<file path="src/rtl/step_player.sv">
// Multi-track step sequencer: plays a TRACKS x STEPS trigger pattern on each
// tempo pulse, with per-step gate length, loop length control and live editing.
module step_player #(
    parameter int TRACKS = 4,
    parameter int STEPS  = 16,
    parameter int GATE_W = 8
) (
    input  logic              Clock,
    input  logic              nReset,
    input  logic              Step,
    input  logic              Play,
    input  logic              Clear,
    input  logic              WrEn,
    input  logic [1:0]        WrTrack,
    input  logic [3:0]        WrStep,
    input  logic              WrData,
    input  logic [4:0]        Length,
    input  logic [GATE_W-1:0] GateLen,
    output logic [3:0]        CurStep,
    output logic [TRACKS-1:0] Trig,
    output logic              Running,
    output logic              Beat
);

    typedef enum logic {IDLE, PLAY} state_t;

    localparam logic [4:0]        MAX_LEN  = 5'(STEPS);
    localparam logic [GATE_W-1:0] GATE_ONE = {{(GATE_W-1){1'b0}}, 1'b1};

    state_t                   state_q, state_d;
    logic [3:0]               ptr_q, ptr_d;
    logic [3:0]               cur_step_q, cur_step_d;
    logic [TRACKS-1:0]        trig_q, trig_d;
    logic [GATE_W-1:0]        gate_q, gate_d;
    logic                     beat_q, beat_d;
    logic                     running_q, running_d;
    logic [TRACKS-1:0][STEPS-1:0] pattern_q, pattern_d;

    logic [4:0]               eff_len;
    logic [3:0]               fire_idx;
    logic [4:0]               next_idx;
    logic [GATE_W-1:0]        gate_load;
    logic [TRACKS-1:0]        column;

    // A pointer left beyond a freshly shortened loop restarts the loop at step 0.
    always_comb begin
        eff_len   = (Length == 5'd0 || Length > MAX_LEN) ? MAX_LEN : Length;
        fire_idx  = ({1'b0, ptr_q} >= eff_len) ? 4'd0 : ptr_q;
        next_idx  = {1'b0, fire_idx} + 5'd1;
        gate_load = (GateLen == '0) ? GATE_ONE : GateLen;
        for (int t = 0; t < TRACKS; t++) begin
            column[t] = pattern_q[t][fire_idx];
        end
    end

    always_comb begin
        state_d    = state_q;
        ptr_d      = ptr_q;
        cur_step_d = cur_step_q;
        trig_d     = trig_q;
        gate_d     = gate_q;
        beat_d     = 1'b0;
        case (state_q)
            IDLE: begin
                ptr_d      = '0;
                cur_step_d = '0;
                trig_d     = '0;
                gate_d     = '0;
                if (Play) begin
                    state_d = PLAY;
                end
            end
            PLAY: begin
                if (!Play) begin
                    state_d    = IDLE;
                    ptr_d      = '0;
                    cur_step_d = '0;
                    trig_d     = '0;
                    gate_d     = '0;
                end else if (Step) begin
                    // A step during an open gate simply overwrites it: no gap cycle.
                    trig_d     = column;
                    cur_step_d = fire_idx;
                    gate_d     = gate_load;
                    beat_d     = (fire_idx == 4'd0);
                    ptr_d      = (next_idx >= eff_len) ? 4'd0 : next_idx[3:0];
                end else if (gate_q != '0) begin
                    gate_d = gate_q - GATE_ONE;
                    if (gate_q == GATE_ONE) begin
                        trig_d = '0;
                    end
                end
            end
        endcase
        running_d = (state_d == PLAY);
    end

    // Playback reads pattern_q, so a same-cycle write only shows on the next visit.
    always_comb begin
        pattern_d = pattern_q;
        if (Clear) begin
            pattern_d = '0;
        end else if (WrEn) begin
            for (int t = 0; t < TRACKS; t++) begin
                for (int s = 0; s < STEPS; s++) begin
                    if (WrTrack == 2'(t) && WrStep == 4'(s)) begin
                        pattern_d[t][s] = WrData;
                    end
                end
            end
        end
    end

    always_ff @(posedge Clock or negedge nReset) begin
        if (!nReset) begin
            state_q    <= IDLE;
            ptr_q      <= '0;
            cur_step_q <= '0;
            trig_q     <= '0;
            gate_q     <= '0;
            beat_q     <= 1'b0;
            running_q  <= 1'b0;
            pattern_q  <= '0;
        end else begin
            state_q    <= state_d;
            ptr_q      <= ptr_d;
            cur_step_q <= cur_step_d;
            trig_q     <= trig_d;
            gate_q     <= gate_d;
            beat_q     <= beat_d;
            running_q  <= running_d;
            pattern_q  <= pattern_d;
        end
    end

    assign CurStep = cur_step_q;
    assign Trig    = trig_q;
    assign Beat    = beat_q;
    assign Running = running_q;

endmodule

</file>
<file path="config.mk">
export PLATFORM = sky130hd
export DESIGN_NAME = step_player
export DESIGN_NICKNAME = d
export VERILOG_FILES = /design/src/rtl/step_player.sv
export SDC_FILE = /design/constraint.sdc
export NUM_CORES = 1
export LEC_CHECK = 0
export BUFFER_PORTS_ARGS = -buffer_cell sky130_fd_sc_hd__buf_2
export CORE_UTILIZATION = 60
export DETAILED_ROUTE_END_ITERATION = 12
export PLACE_DENSITY = 0.88
export REMOVE_ABC_BUFFERS = 1
export SETUP_SLACK_MARGIN = 0.15
export SYNTH_ARGS = -nofsm -noshare
export SYNTH_HDL_FRONTEND = slang
export SYNTH_SLANG_ARGS = --single-unit
</file>
<file path="constraint.sdc">
create_clock -name Clock -period 6.8 [get_ports Clock]
set_input_delay 0.68 -clock Clock [delete_from_list [all_inputs] [get_ports Clock]]
set_output_delay 0.68 -clock Clock [all_outputs]
set_load 0.01 [all_outputs]
</file>
==> results of run 1 <==
[per-stage QoR]
stage | util | power, mW | hold slack, ns | setup slack (ns)
after floorplan | - | 0.602 | 0.384 | 2.72
after global placement | 0.633 | 0.651 | 0.463 | 2.47
after detailed placement | 0.633 | 0.657 | 0.470 | 2.30
after CTS | 0.657 | 1.01 | 0.453 | 2.66
after global routing | 0.657 | 1.05 | 0.446 | 2.38
final | 0.657 | 1.01 | 0.460 | 2.61
[synth_stat cells, types with 7 or more instances]
cell	instances	area share
nand2_1	139	0.10
dfrtp_1	86	0.43
a21oi_1	76	0.076
nand3_1	55	0.055
nor2_1	41	0.031
clkbuf_1	32	0.024
o21ai_0	31	0.031
nor3_1	16	0.016
ha_1	15	0.037
a22o_1	8	0.014
mux2i_1	8	0.016
mux4_2	8	0.036
and2_1	7	0.0087
inv_1	7	0.0052
[worst max-delay path by stage]
stage	endpoint	slack [ns]	cells past startpoint
final	ptr_q[1]	2.61	13
after global routing	ptr_q[1]	2.38	13
after CTS	ptr_q[1]	2.66	16
after detailed placement	ptr_q[1]	2.30	16
after global placement	ptr_q[1]	2.47	16
after floorplan	ptr_q[0]	2.72	15
[state kept, by name (all words and copies together) (netlist names)]
name,cells
Beat,1
CurStep,4
Running,1
Trig,4
gate_q,8
pattern_q,64
ptr_q,4
[metal layers]
layer	track usage	up-vias	routed length [microns]
met2	0.476	198	5820
met1	0.390	2109	4950
met5	0	-	0
met3	0.0520	26	942
li1	-	2116	-
met4	0.140	0	261
[cell families (layout without fill, tap and decap cells)]
| kind of cell | Yosys count | in the layout | share of synthesized area |
|---|---|---|---|
| AND/OR/NAND/NOR | 296 | 296 | 0.270 |
| AO/OA/AOI/OAI | 137 | 137 | 0.157 |
| multiplexers | 16 | 16 | 0.0517 |
| adder cells (fa/ha/maj) | 15 | 15 | 0.0373 |
| flip-flops | 86 | 86 | 0.428 |
| buffers and inverters | 51 | 61 | 0.0420 |
| XOR/XNOR | 8 | 8 | 0.0139 |
[cell type report]
cell class / count / area (sq um) / share of cell area
Multi-Input combinational cell: 472 / 2670 / 0.497
Sequential cell: 86 / 2150 / 0.401
Timing Repair Buffer: 37 / 193 / 0.0359
Clock buffer: 13 / 149 / 0.0277
Tap cell: 105 / 131 / 0.0245
Clock inverter: 3 / 43.8 / 0.00815
Inverter: 8 / 30.0 / 0.00559
[report_power, final]
group / internal (mW) / switching (mW) / total [mW]
Combinational: 0.0406 / 0.0787 / 0.119
Clock: 0.181 / 0.180 / 0.360
Sequential: 0.517 / 0.0111 / 0.528
Total: 0.738 / 0.270 / 1.01
==> flow_summary.ini, run 1 <==
[run_status]
outcome = complete, no violations

[cts]
root_buffer = clkbuf_8
clk_pin_slew_ns = 0.08
numCtsBuffers = 9
clock_sinks = 86
clk_latency_ns = 0.36
cts_max_level = 3
ctsResizeCount = 0
cts_setup_buffers = 0
cts_tree = yes
cts.path.max_buffers = 2
cts_hold_buffers = 0

[routing]
drc_errors = 0
num_vias = 4449
initialDrtViolationCount = 422
first_pass_iters = 4
viasPerCell = 6.15
drt_wl_total_mm = 12.0
wl_per_cell_microns = 16.5
antenna_left = 0

[power_and_ir_drop]
irDropWorstVdd_mv = 0.109
p_leak_nw = 2.14
power.density_nw_per_um2 = 188

[synthesis]
synth_cell_types = 50
dominantRegCellSynth = dfrtp_1
netlist_area_sq_um = 5030
yosysWarnings = 0
synthArstFlopShare = 1.00
synth-edff-count = 0
synthCells = 609
avgSynthCellArea_sq_um = 8.26
yosysSeqAreaShare = 0.428
synth-seq-cells = 86

[floorplan]
die_w_microns = 93.6
ios = 36
initial_utilization = 0.615
core_area_sq_um = 8180
rows = 33
die_area_sq_um = 8750
die_height_microns = 93.6

[finish]
drive_gt1_frac = 0.121
antennaDiodeCount = 0
layout_common_cells = nand2_1, dfrtp_1, a21oi_1, nand3_1, nor2_1
layout_commonest_cell = nand2_1
final_cells = 724
area_growth_pct = 6.77
fin_area_sq_um = 5370
final_nets = 655
n_fill_cell = 671

[worst_hold_path]
min_path_type = primary input to flop
hold_path.startpoint = Play
min_to = Running
min_delay_path_depth = 1

[critical_path]
critPathBufInv = 1
cp_common_cell = ha_1
worstPathRequired_ns = 7.10
critical_path.cell_chain = inv_1, ha_1, nand2b_4, a2111oi_4, or2_4, and2_1, ha_1, xnor2_1, ha_1, nor2b_1, o21ai_0, a21o_1, a22o_1
r2r-start = ptr_q[0]
crit_fanout = 27
end_kind = flop
crit_type = flop to flop
cp-startpoint = ptr_q[0]
start_kind = flop
rr_endpoint = ptr_q[1]
cpPeakStageDelay_ns = 1.04
r2r_setup_slack_ns = 2.61
crit_family = flip-flops
reg2reg_depth = 13
cp_data_arrival_time_ns = 4.49
cpMaxStageDelayCell = dfrtp_1

[timing]
rsz0062_at_grt = false
fin_crit_ns = 4.19
fmax_mhz = 239
finalCritPeriodShare = 0.616
fin_worst_skew_ns = 0.00796
maxSlewViolCount = 0
tightest_slew_ns = 1.17
fin_tns_setup_ns = 0
setup_violations = 0
worst_slew_margin_rel = 0.213
hold_viol_final = 0

[job]
cap_violations = 0

[placed_design]
placed_area_sq_um = 5180
dpl.cell_count = 708
port_buffers = 35
place_hpwl_mm = 8.09
gp_congestion = 0.852

[grt]
grt.total_usage = 0.296
grt_max_degree = 87
grt_pass1_vias = 4203
antenna_found_initial = 0
grt_pass1_wl_mm = 19.9
grt_overflow = 0
Power figures use the tool's default switching activity.
==> run 2, diff against run 1 <==
CORE_UTILIZATION = 55   (was 60)
PLACE_DENSITY = 0.86   (was 0.88)
clock period = 3.76 ns   (was 6.8 ns; I/O delays follow)
==> flow_summary.ini, run 2 (synthesized netlist as in run 1, its figures left out) <==
[critical_path]
crit_family = simple AND/OR/NAND/NOR gates
cp_common_cell = ha_1
r2r-start = ptr_q[0]
critical_path.cell_chain = buf_2, or4_1, ha_4, nor2b_2, ha_1, nand2b_4, a2111oi_4, or2_4, and2_1, ha_2, ha_1, a21oi_1, nor2b_1, o21ai_0, a21o_1, a22o_1
cpMaxStageDelayCell = or4_1
start_kind = primary input
worstPathRequired_ns = 4.05
cp_data_arrival_time_ns = 3.81
critPathBufInv = 1
cp-startpoint = Length[0]
crit_cells = 16
crit_type = primary input to flop
end_kind = flop
reg2reg_depth = 13
cpPeakStageDelay_ns = 0.56
crit_fanout = 4

[timing]
fmax_mhz = 285
tightest_slew_ns = 1.29
fin_ws_ns = 0.250
maxSlewViolCount = 0
fin_worst_skew_ns = 0.0106
setup_violations = 0
worst_slew_margin_rel = 0.129
fin_crit_ns = 3.51
rsz0062_at_grt = false
hold_viol_final = 0
hold_slack_ns = 0.165
finalCritPeriodShare = 0.934

[routing]
drt_wl_total_mm = 12.4
first_pass_iters = 9
drc_errors = 14
antenna_left = 0
initialDrtViolationCount = 408
wl_per_cell_microns = 16.8
viasPerCell = 6.13
num_vias = 4510

[grt]
grt_overflow = 0
antenna_found_initial = 0
grt_max_degree = 87
grt.total_usage = 0.274
grt_pass1_wl_mm = 20.8
grt_pass1_vias = 4383

[finish]
layout_common_cells = nand2_1, dfrtp_1, a21oi_1, nand3_1, nor2_1
drive_gt1_frac = 0.146
final_cells = 736
final_nets = 664
area_growth_pct = 8.86
layout_commonest_cell = nand2_1
reg_top3 = pattern_q (64), gate_q (8)
antennaDiodeCount = 0
largest_register = pattern_q
largest_reg_flops = 64
fin_util = 0.622
n_fill_cell = 721

[run_status]
violations = DRC
outcome = finished with violations

[cts]
numCtsBuffers = 9
root_buffer = clkbuf_8
clock_sinks = 86
clk_pin_slew_ns = 0.08
clk_latency_ns = 0.37
cts_max_level = 3
cts.path.max_buffers = 2
cts_tree = yes

[power_and_ir_drop]
power.density_nw_per_um2 = 338
irDropWorstVdd_mv = 0.229
total_power_mw = 1.85
p_leak_nw = 2.20

[floorplan]
initial_utilization = 0.571
ios = 36
die_height_microns = 97.6
core_area_sq_um = 8810
die_area_sq_um = 9530
die_w_microns = 97.6
rows = 34

[worst_hold_path]
hold_path.startpoint = Play
min_path_type = primary input to flop
min_delay_path_depth = 1

[job]
cap_violations = 0

[placed_design]
dpl.cell_count = 719
gp_congestion = 0.827
pre_cts_ws_ns = -0.210
port_buffers = 35
place_hpwl_mm = 8.08
==> run 2: cell count changes in the layout (fill, tap and decap cells not counted), moves of 2 or more <==
cell | previous run | this run
clkinv_2 | 1 | 3
ha_1 | 15 | 13
clkbuf_1 | 3 | 0
buf_4 | 3 | 12
==> run 2: timing repair <==
item / 4_1_cts / 5_1_grt
endpoints found under the setup margin: 1 / 4
hold buffers: 0 / 0
gates resized for setup: 1 / 4
pin swaps: 0 / 2
setup buffers: 0 / 1
cloned: 0 / 0
==> run 2: report_power, final <==
part / internal [mW] / switching (mW) / total [mW]
Sequential: 0.935 / 0.0107 / 0.946
Combinational: 0.0826 / 0.160 / 0.243
Clock: 0.323 / 0.338 / 0.660
Total: 1.34 / 0.509 / 1.85
==> run 2: stage by stage <==
stage          TNS, ns  cell area (sq um)
2_1_floorplan  -0.0825               4850
3_3_place_gp         0               5240
3_5_place_dp    -0.749               5240
4_1_cts              0               5440
5_1_grt              0               5480
6_report             0               5480
==> run 2: worst paths after layout <==
| kind | to | slack (ns) |
|---|---|---|
| max in group asynchronous | pattern_q[42] | 2.86 |
| max | ptr_q[1] | 0.25 |
| max reg2reg | ptr_q[1] | 0.67 |
| min in group asynchronous | gate_q[4] | 0.20 |
| min reg2reg | CurStep[2] | 0.49 |
| min | Running | 0.16 |
==> run 2: worst register-to-register path, delay by kind of cell, from the launching register on <==
family	cells	cell delay [ns]
adder cells (fa/ha/maj)	3	0.86
buffers and inverters	1	0.20
AND/OR/NAND/NOR	4	0.58
AO/OA/AOI/OAI	5	0.96
flip-flops	1	0.41
==> run 2: final cells by class <==
type                    instances  area, sq um  area share
multi-input cells             472         2700       0.493
flip-flops and latches         86         2150       0.393
repair buffers                 46          260      0.0475
clock buffers                  10          138      0.0251
well taps                     108          135      0.0247
clock inverters                 6         61.3      0.0112
inverters                       8         30.0     0.00548
==> run 2: routing by layer <==
layer,track usage,part of all wire,up-vias
met2,0.451,0.49,191
met1,0.368,0.43,2156
li1,-,-,2135
met3,0.0439,0.061,28
met5,0,0,-
met4,0.100,0.021,0
